===== src/rtl/instr_fetch_decode_pkg.sv =====
// Shared definitions for the fetch/decode stage: RV64I opcodes, FSM state
// encoding and the default halt instruction.
package instr_fetch_decode_pkg;

    localparam logic [6:0] OP_LOAD   = 7'b0000011;
    localparam logic [6:0] OP_IMM    = 7'b0010011;
    localparam logic [6:0] OP_STORE  = 7'b0100011;
    localparam logic [6:0] OP_BRANCH = 7'b1100011;
    localparam logic [6:0] OP_LUI    = 7'b0110111;
    localparam logic [6:0] OP_AUIPC  = 7'b0010111;
    localparam logic [6:0] OP_JAL    = 7'b1101111;
    localparam logic [6:0] OP_JALR   = 7'b1100111;

    // ecall terminates the program
    localparam logic [31:0] HALT_WORD_DEFAULT = 32'h0000_0073;

    typedef enum logic [2:0] {
        ST_IDLE,
        ST_FETCH,
        ST_WAIT,
        ST_ISSUE,
        ST_HALT
    } state_t;

endpackage


===== src/rtl/instr_fetch_decode_imm_gen.sv =====
// Combinational RV64I immediate generator: instruction word in, sign-extended
// immediate out. Unknown opcodes produce zero.
module imm_gen
    import instr_fetch_decode_pkg::*;
#(
    parameter int WORDSIZE = 64
) (
    input  logic [31:0]         i_instr,
    output logic [WORDSIZE-1:0] o_imm
);

    logic w_sign;
    assign w_sign = i_instr[31];

    always_comb begin
        o_imm = '0;
        case (i_instr[6:0])
            OP_LOAD, OP_IMM, OP_JALR:
                o_imm = {{(WORDSIZE-12){w_sign}}, i_instr[31:20]};
            OP_STORE:
                o_imm = {{(WORDSIZE-12){w_sign}}, i_instr[31:25], i_instr[11:7]};
            OP_BRANCH:
                o_imm = {{(WORDSIZE-13){w_sign}}, i_instr[31], i_instr[7],
                         i_instr[30:25], i_instr[11:8], 1'b0};
            OP_LUI, OP_AUIPC:
                o_imm = {{(WORDSIZE-32){w_sign}}, i_instr[31:12], 12'b0};
            OP_JAL:
                o_imm = {{(WORDSIZE-21){w_sign}}, i_instr[31], i_instr[19:12],
                         i_instr[20], i_instr[30:21], 1'b0};
            default:
                o_imm = '0;
        endcase
    end

endmodule


===== src/rtl/instr_fetch_decode.sv =====
// Instruction fetch/decode stage: owns the pc, reads the synchronous ROM and
// issues decoded fields over valid/ready. IFD_RETIRE_COUNT_EN adds retire_count.
module instr_fetch_decode
    import instr_fetch_decode_pkg::*;
#(
    parameter int          WORDSIZE  = 64,
    parameter int          ADDR_W    = 5,
    parameter logic [31:0] HALT_WORD = HALT_WORD_DEFAULT
) (
    input  logic                clk,
    input  logic                rst,
    input  logic                start,
    output logic                rom_en,
    output logic [ADDR_W-1:0]   rom_addr,
    input  logic [31:0]         rom_data,
    output logic                issue_valid,
    input  logic                issue_ready,
    output logic [4:0]          rs1,
    output logic [4:0]          rs2,
    output logic [4:0]          rd,
    output logic [6:0]          op_code,
    output logic [WORDSIZE-1:0] imm,
    output logic [ADDR_W+1:0]   pc,
    output logic                halted
`ifdef IFD_RETIRE_COUNT_EN
    ,
    output logic [31:0]         retire_count
`endif
);

    localparam logic [ADDR_W+1:0] PC_STEP = (ADDR_W+2)'(4);

    state_t             r_state;
    state_t             w_state_next;
    logic [ADDR_W+1:0]  r_pc;
    logic [31:0]        r_instr;
    logic               w_handshake;
    logic               w_is_halt;

    assign w_handshake = (r_state == ST_ISSUE) && issue_ready;
    assign w_is_halt   = (rom_data == HALT_WORD);

    always_ff @(posedge clk) begin
        if (rst) begin
            r_state <= ST_IDLE;
        end else begin
            r_state <= w_state_next;
        end
    end

    always_comb begin
        w_state_next = r_state;
        rom_en       = 1'b0;
        issue_valid  = 1'b0;
        halted       = 1'b0;
        case (r_state)
            ST_IDLE: begin
                if (start) w_state_next = ST_FETCH;
            end
            ST_FETCH: begin
                rom_en       = 1'b1;
                w_state_next = ST_WAIT;
            end
            ST_WAIT: begin
                w_state_next = w_is_halt ? ST_HALT : ST_ISSUE;
            end
            ST_ISSUE: begin
                issue_valid = 1'b1;
                if (issue_ready) w_state_next = ST_FETCH;
            end
            ST_HALT: begin
                halted = 1'b1;
            end
            default: w_state_next = ST_IDLE;
        endcase
    end

    // The halt word is never loaded, so fields keep the last issued instruction.
    always_ff @(posedge clk) begin
        if (rst) begin
            r_pc    <= '0;
            r_instr <= '0;
        end else begin
            if (r_state == ST_WAIT && !w_is_halt) r_instr <= rom_data;
            if (w_handshake) r_pc <= r_pc + PC_STEP;
        end
    end

`ifdef IFD_RETIRE_COUNT_EN
    logic [31:0] r_retire_count;

    always_ff @(posedge clk) begin
        if (rst) begin
            r_retire_count <= '0;
        end else if (w_handshake) begin
            r_retire_count <= r_retire_count + 32'd1;
        end
    end

    assign retire_count = r_retire_count;
`endif

    assign pc       = r_pc;
    assign rom_addr = r_pc[ADDR_W+1:2];
    assign rs1      = r_instr[19:15];
    assign rs2      = r_instr[24:20];
    assign rd       = r_instr[11:7];
    assign op_code  = r_instr[6:0];

    imm_gen #(
        .WORDSIZE (WORDSIZE)
    ) u_imm_gen (
        .i_instr (r_instr),
        .o_imm   (imm)
    );

endmodule


===== config.mk =====
export PLATFORM = sky130hd
export DESIGN_NAME = instr_fetch_decode
export DESIGN_NICKNAME = d
export VERILOG_FILES = /design/src/rtl/instr_fetch_decode_pkg.sv /design/src/rtl/instr_fetch_decode_imm_gen.sv /design/src/rtl/instr_fetch_decode.sv
export SDC_FILE = /design/constraint.sdc
export NUM_CORES = 1
export LEC_CHECK = 0
export ABC_AREA = 1
export CAP_MARGIN = 15
export CORE_MARGIN = 2
export CORE_UTILIZATION = 43
export CTS_BUF_LIST = sky130_fd_sc_hd__clkbuf_8 sky130_fd_sc_hd__clkbuf_16
export CTS_CLUSTER_SIZE = 12
export DETAILED_ROUTE_END_ITERATION = 10
export PLACE_DENSITY = 0.82
export SYNTH_ARGS = -nofsm -noshare
export SYNTH_HDL_FRONTEND = slang
export SYNTH_SLANG_ARGS = --single-unit

===== constraint.sdc =====
create_clock -name clk -period 6.4 [get_ports clk]
set_clock_uncertainty 0.05 [all_clocks]
set_input_delay 0.64 -clock clk [delete_from_list [all_inputs] [get_ports clk]]
set_output_delay 0.64 -clock clk [all_outputs]
set_load 0.01 [all_outputs]

### Yosys cells after proc, flatten, opt, wreduce, memory -nomap -nowiden

Cells that the tools add are included.

| cells by class | value |
|---|---|
| bitwise operators | 1 |
| muxes and demuxes | 8 |
| reductions and logical operators | 7 |
| add/subtract/negate cells | 1 |
| equal/unequal tests | 15 |

Operator list:

| kind | count |
|---|---|
| $pmux W64 S5 | 1 |
| $eq A32 B7 Y1 const B | 1 |
| $eq A7 B7 Y1 const B | 3 |
| $pmux W3 S5 | 1 |
| $eq A7 B5 Y1 const B | 2 |
| $eq A7 B6 Y1 const B | 2 |
| $mux W3 | 3 |
| $add A7 B3 Y7 const B | 1 |
| $eq A7 B2 Y1 const B | 1 |
| $eq A3 B2 Y1 const B | 2 |
| $ne A2 B2 Y1 const B | 2 |
| $eq A3 B1 Y1 const B | 1 |
| $eq A3 B3 Y1 const B | 1 |
| $logic_not A3 Y1 | 1 |
| $mux W1 | 3 |
| $reduce_and A3 Y1 | 1 |
| $reduce_or A3 Y1 | 1 |
| $logic_and A1 B1 Y1 | 2 |
| $reduce_or A2 Y1 | 1 |
| $logic_not A1 Y1 | 1 |
| $not A1 Y1 | 1 |

| storage, ports and cells | value |
|---|---|
| output and inout port bits | 101 |
| bits of input ports | 36 |
| flip-flop bits (word level) | 42 |

### Longest topological paths before layout

Gate-level depths: netlist of run 1.

| depth | value |
|---|---|
| depth in word-level cells | 3 |
| mapped depth | 11 |
| gate-level depth less buffers | 10 |

### Cells and area by module

Synthesis of run 1 repeated with hierarchy kept, for this count alone.

| unflattened totals | value |
|---|---|
| cell total of the unflattened synthesis | 529 |
| area, all modules | 3286.9 sq um |

Modules (own cells, without submodules):

| module | cells an instance | instances | sequential area each (sq um) | area an instance (sq um) |
|---|---|---|---|---|
| instr_fetch_decode | 334 | 1 | 800.8 | 2287.2 |
| imm_gen | 195 | 1 | 0.0 | 999.7 |

### Worst setup path after synthesis of run 1

OpenSTA, ideal clock, no wires.

| path | value |
|---|---|
| kind | register to output |
| from | register r_instr[2] |
| to | output imm[32] |
| arrival | 2642 ps |
| required time | 5710 ps |
| setup slack | 3068 ps |
| cell stages (with the launch flop) | 7 |
| cell sequence | dfxtp_1 inv_1 nor3_2 nand3_1 buf_2 a21oi_1 buf_4 |

| on the way | value |
|---|---|
| longest elaborated chain between the ends | 3 |
| elaborated cells between the ends (all ways) | 11 |
| classes of those cells | 8 x eq/ne; 1 x mux; 2 x reduce/logical |

Ends and longest elaborated chain:

| element | line | text |
|---|---|---|
| start, declared | instr_fetch_decode.sv:36 | `logic [31:0] r_instr;` |
| start signal, assigned | instr_fetch_decode.sv:84 | `if (r_state == ST_WAIT && !w_is_halt) r_instr <= rom_data;` |
| $eq A7 B2 Y1, or another cell as far along | instr_fetch_decode_imm_gen.sv:17 | `case (i_instr[6:0])` |
| $reduce_or A3 Y1 or $reduce_or A2 Y1 (tied branches) | instr_fetch_decode_imm_gen.sv:17 |  |
| $pmux W64 S5 (*) | instr_fetch_decode_imm_gen.sv:17 |  |
| end, declared | instr_fetch_decode.sv:22 | `output logic [WORDSIZE-1:0] imm,` |

Mark *: on every way between the ends. The rest lies on a longest branch, timed or not.

### Worst setup path in the final report of run 1

| path | value |
|---|---|
| from | register r_instr[2] |
| to | output imm[55] |

The elaborated chain is that of the path after synthesis.

==> results of run 1 <==
logic make-up after synthesis:
family / share of synthesized area
adder cells (fa/ha/maj): 0.00478
AO/OA/AOI/OAI: 0.138
AND/OR/NAND/NOR: 0.268
buffers and inverters: 0.282
flip-flops: 0.306
other: 0.00143
worst min-delay path, cell delays in order (launching register included):
cell	delay, ns
dfxtp_1	0.33
nor2_1	0.05
nor2_1	0.08
area by class of cell:
type,instances,area (um^2),area share
Timing Repair Buffer,135,1360,0.371
Multi-Input combinational cell,232,1080,0.297
Sequential cell,40,801,0.219
Inverter,52,195,0.0534
Clock buffer,7,96.3,0.0263
Tap cell,75,93.8,0.0257
Clock inverter,1,30.0,0.00821
layout by cell type (no fill, tap or decap), types with 2 or more instances in the layout:
cell and instances:
inv_2 3, conb_1 2, dfxtp_1 40, o21ai_2 10, a21oi_1 6, nand3_1 15, clkdlybuf4s50_1 134, nand2_2 5
nor3_2 4, inv_1 49, o21ai_1 3, o21ai_0 38, clkbuf_8 7, nor2_1 91, nand2_1 47
worst paths after layout:
| kind | from | end | slack (ns) | cells after the start |
|---|---|---|---|---|
| min reg2reg | r_instr[25] | r_instr[25] | 0.44 | 2 |
| min | r_instr[25] | r_instr[25] | 0.44 | 2 |
| max | r_instr[2] | imm[55] | 3.04 | 6 |
| max reg2reg | r_state[1] | r_instr[24] | 4.52 | 6 |
flip-flops by register name (all words and copies together) (netlist names):
name,flops
r_instr,32
pc,5
r_state,3
through the flow:
step	instance area [um^2]	total power [W]
floorplan	2620	0.000577
global placement	3520	0.000646
detailed placement	3520	0.000656
CTS	3640	0.000881
global route	3660	0.000938
finish	3660	0.000874
per-layer routing:
layer	routed length, um	vias up	share of wire
met5	0	-	0
met3	568	4	0.088
li1	-	1299	-
met2	3150	108	0.49
met1	2730	1131	0.42
met4	29	0	0.0045
power groups by stage:
stage / combinational [W] / sequential [W] / clock (W)
2_1_floorplan: 0.000230 / 0.000347 / 0
3_3_place_gp: 0.000291 / 0.000355 / 0
3_5_place_dp: 0.000298 / 0.000358 / 0
4_1_cts: 0.000299 / 0.000352 / 0.000230
5_1_grt: 0.000339 / 0.000360 / 0.000239
6_report: 0.000296 / 0.000352 / 0.000226
==> run metrics, run 1 <==
Post-CTS Resized=0; unrepaired setup endpoints after global routing=false; Detailed Routing Iterations Pass 1=5; most instantiated library cell after synthesis=nor2_1; outcome=finished, final reports clean; Vias=2542; gr usage total=0.202; Final Setup Violations=0; Detail Route Antenna Nets=0; core area=5890 um^2; die height=82.0 um; CTS Root Cell=clkbuf_8; min cycle time layout=3.36 ns; Area growth, synth to finish=39.9%; Avg Inst Size Synth=6.62 um^2; Hold Path Class=reg -> reg; Fmax=0.298 GHz; Skew-Pair Late Insertion Delay=0.29 ns; Final Max Tran Viols=0; Most used DFF post-synth=dfxtp_1; Internal=0.000582 W; largest net degree at the start of global routing=38; Seq/Total Area, Yosys=0.306; Cell Pwr Density=239 nW/um^2; drc violations=0; WP data arrival=2.67 ns; share of Yosys cell area claimed by the top area cell type=0.306; max cap viols=0; Critical Path End Type=output port; CP startpoint kind=register; Post-synth top cells=nor2_1 (91), buf_4 (64), inv_1 (49), nand2_1 (47), dfxtp_1 (40); Starting Density=0.444; Initial DRC Count=87; GPL Wtd Cong=0.756; ant diodes=0; asr flop ratio synth=0; VDD IR max=0.000129 V; crit-path cells=inv_1 > nor3_2 > nand3_1 > a21oi_2 > buf_8 > clkdlybuf4s50_1; Final Non-Filler Cells=542; Reg power frac=0.403; Final WS setup=3.04 ns; met3 Use GR=0.0560; library cells used by synthesis=27; gr busiest metal=met2; Post-layout nets=503; Clock Power Share=0.258; # fillers=549; Slew HR=0.393; die extent in x=82.0 um; crit share post-route=0.525; first-pass GRT wire length=10500 um; Bufs and invs on worst path=3; crit-path max cell delay=0.56 ns; die area=6720 um^2; ranking of synthesized cells by area=dfxtp_1 (31%), buf_4 (18%), nor2_1 (13%); io pins=137; hold_ws=0.439 ns; Hold Vio Cnt, Final=0; WL/cell=11.9 um; Worst-Margin Slew=0.910 ns; Syn Inst Count=395; Leak=1.50 nW; Critical Path RT=5.71 ns; Mapped Area=2620 um^2; H-tree depth=2; crit path max-delay cell type=clkdlybuf4s50_1; Net Sw Power=0.000292 W; CTS buffer count=5; clk sinks=40; critical path class=reg -> out; Synth area leader=dfxtp_1; Final Util=0.621; Buffers on Ports=134; met2 track demand over resource=0.362; CP max FO=30; Max clock buf depth=2; placed insts=533; clock transition at the registers of the reported paths=0.08 ns; Yosys warnings=0; Sw Share=0.334; global routing usage on met1=0.238; postcts setup bufs=0; CP top delay family=buffers and inverters; gr ovfl total=0; Gate power share=0.339; antenna violations before repair=0; Hold-fix buffers, CTS=0; setup total negative slack=0 ns; DP Worst Slack=2.79 ns; row count=28; DP HPWL=5120 um; #FFs+latches synth=40; CTS tree=yes; number of global-route vias before repair=2323; total wire length=6480 um; EDFF count, synth=0; vias per inst=4.69; layout cells sized above 1=0.0728
Note: power is estimated with default switching activity, not from simulation.
==> run 2: changes to the inputs <==
CORE_UTILIZATION = 36   (was 43)
PLACE_DENSITY = 0.73   (was 0.82)
clock period = 2.76 ns   (was 6.4 ns; I/O delays follow)
==> run metrics, run 2 (synthesis results as in run 1) <==
drc violations=0; gr ovfl total=0; GPL Wtd Cong=0.820; die height=89.2 um; Fmax=0.386 GHz; Cell Pwr Density=518 nW/um^2; Slew HR=0.622; Max clock buf depth=2; largest net degree at the start of global routing=34; most frequent cells in the layout=clkdlybuf4s50_1 (118), nor2_1 (91), inv_1 (49); worst reg2reg path depth=6; antenna violations before repair=0; Final Max Tran Viols=0; max cap viols=0; Largest register FFs=32; H-tree depth=2; Critical Path End Type=output port; WL/cell=12.4 um; clk sinks=40; gr usage total=0.182; Initial DRC Count=58; largest register by flop count=r_instr; Buffers on Ports=134; Leak=1.80 nW; Area growth, synth to finish=43.4%; first-pass GRT wire length=11000 um; outcome=finished, final reports clean; total wire length=7070 um; placed insts=562; Worst-Margin Slew=0.566 ns; clock transition at the registers of the reported paths=0.08 ns; Skew-Pair Late Insertion Delay=0.30 ns; RR Startpoint=r_state[1]; core area=7140 um^2; Post-layout nets=508; CTS buffer count=5; Worst Hold Depth=1; die extent in x=89.2 um; CP max FO=33; Detail Route Antenna Nets=0; critical path class=reg -> out; layout cells sized above 1=0.0847; hold_ws=0.435 ns; ant diodes=0; Final Non-Filler Cells=571; Hold-fix buffers, CTS=0; WP data arrival=2.27 ns; Hold Path Class=reg -> reg; CP startpoint kind=register; Vias=2531; CTS tree=yes; unrepaired setup endpoints after global routing=false; commonest non-fill, non-tap cell in the layout=clkdlybuf4s50_1; vias per inst=4.43; Critical R2R Capture=r_instr[15]; Critical Path RT=2.43 ns; Detailed Routing Iterations Pass 1=4; DP HPWL=5550 um; Starting Density=0.366; row count=31; number of global-route vias before repair=2344; Final Setup Violations=0; io pins=137; Hold Path End=pc[6]; CTS Root Cell=clkbuf_8; crit share post-route=0.939; VDD IR max=0.000317 V; min cycle time layout=2.59 ns; min-delay src=pc[6]; FF-to-FF setup slack=1.29 ns; die area=7960 um^2; Hold Vio Cnt, Final=0; setup total negative slack=0 ns; # fillers=732
-- run 2: repair_timing --
item,4_1_cts,5_1_grt
pin swaps,0,0
resized for setup,1,21
endpoints found under the setup margin,33,34
buffers inserted,0,1
-- run 2: power by group --
part / leakage [nW] / total [W] / internal (W) / switching, W
Clock: 0.0510 / 0.000413 / 0.000200 / 0.000213
Combinational: 1.43 / 0.000707 / 0.000336 / 0.000371
Sequential: 0.327 / 0.000822 / 0.000708 / 0.000114
-- run 2: metrics by stage --
step	total power (W)	util	setup slack (ns)	cell area [um^2]
floorplan	0.00134	-	0.371	2620
global placement	0.00152	0.502	0.395	3580
detailed placement	0.00155	0.502	0.291	3580
CTS	0.00196	0.516	0.0224	3680
global route	0.00210	0.526	0.00138	3750
finish	0.00194	0.526	0.168	3750
-- run 2: routing by layer --
| metal | GRT usage | vias to the layer above | wire (um) |
|---|---|---|---|
| li1 | - | 1310 | - |
| met1 | 0.218 | 1104 | 2940 |
| met2 | 0.322 | 110 | 3450 |
| met3 | 0.0452 | 7 | 588 |
| met4 | 0.0502 | 0 | 90 |
| met5 | 0 | - | 0 |
-- run 2: how the worst max path moves through the flow --
stage | startpoint | cells after the start | slack, ns | endpoint
floorplan | r_instr[1] | 9 | 0.37 | imm[32]
global placement | r_instr[1] | 10 | 0.39 | imm[34]
detailed placement | r_instr[1] | 10 | 0.29 | imm[32]
CTS | r_instr[1] | 10 | 0.02 | imm[32]
global route | r_instr[5] | 10 | 0.001 | imm[42]
finish | r_instr[5] | 10 | 0.17 | imm[38]
-- run 2: layout make-up --
type	instances	area [um^2]	share of cell area
clock inverters	2	10.0	0.00267
inverters	52	195	0.0520
repair buffers	140	1440	0.384
multi-input cells	232	1100	0.293
flip-flops and latches	40	802	0.214
clock buffers	6	82.6	0.0220
well taps	99	124	0.0330
-- run 2: worst max-delay path: stages, from the launching register on --
cell and delay [ns]:
dfxtp_1 0.36, inv_1 0.09, nor3_2 0.21, nand2_1 0.10, inv_1 0.09, nor2_2 0.07, nand2_2 0.07, inv_2 0.08
a21oi_4 0.16, buf_12 0.17, clkdlybuf4s50_1 0.55
==> run 3: changes to the inputs <==
CTS_BUF_LIST = not set   (was sky130_fd_sc_hd__clkbuf_8 sky130_fd_sc_hd__clkbuf_16)
==> results of run 3 <==
No change in the layout: final DEF, timing and power equal those of run 2.
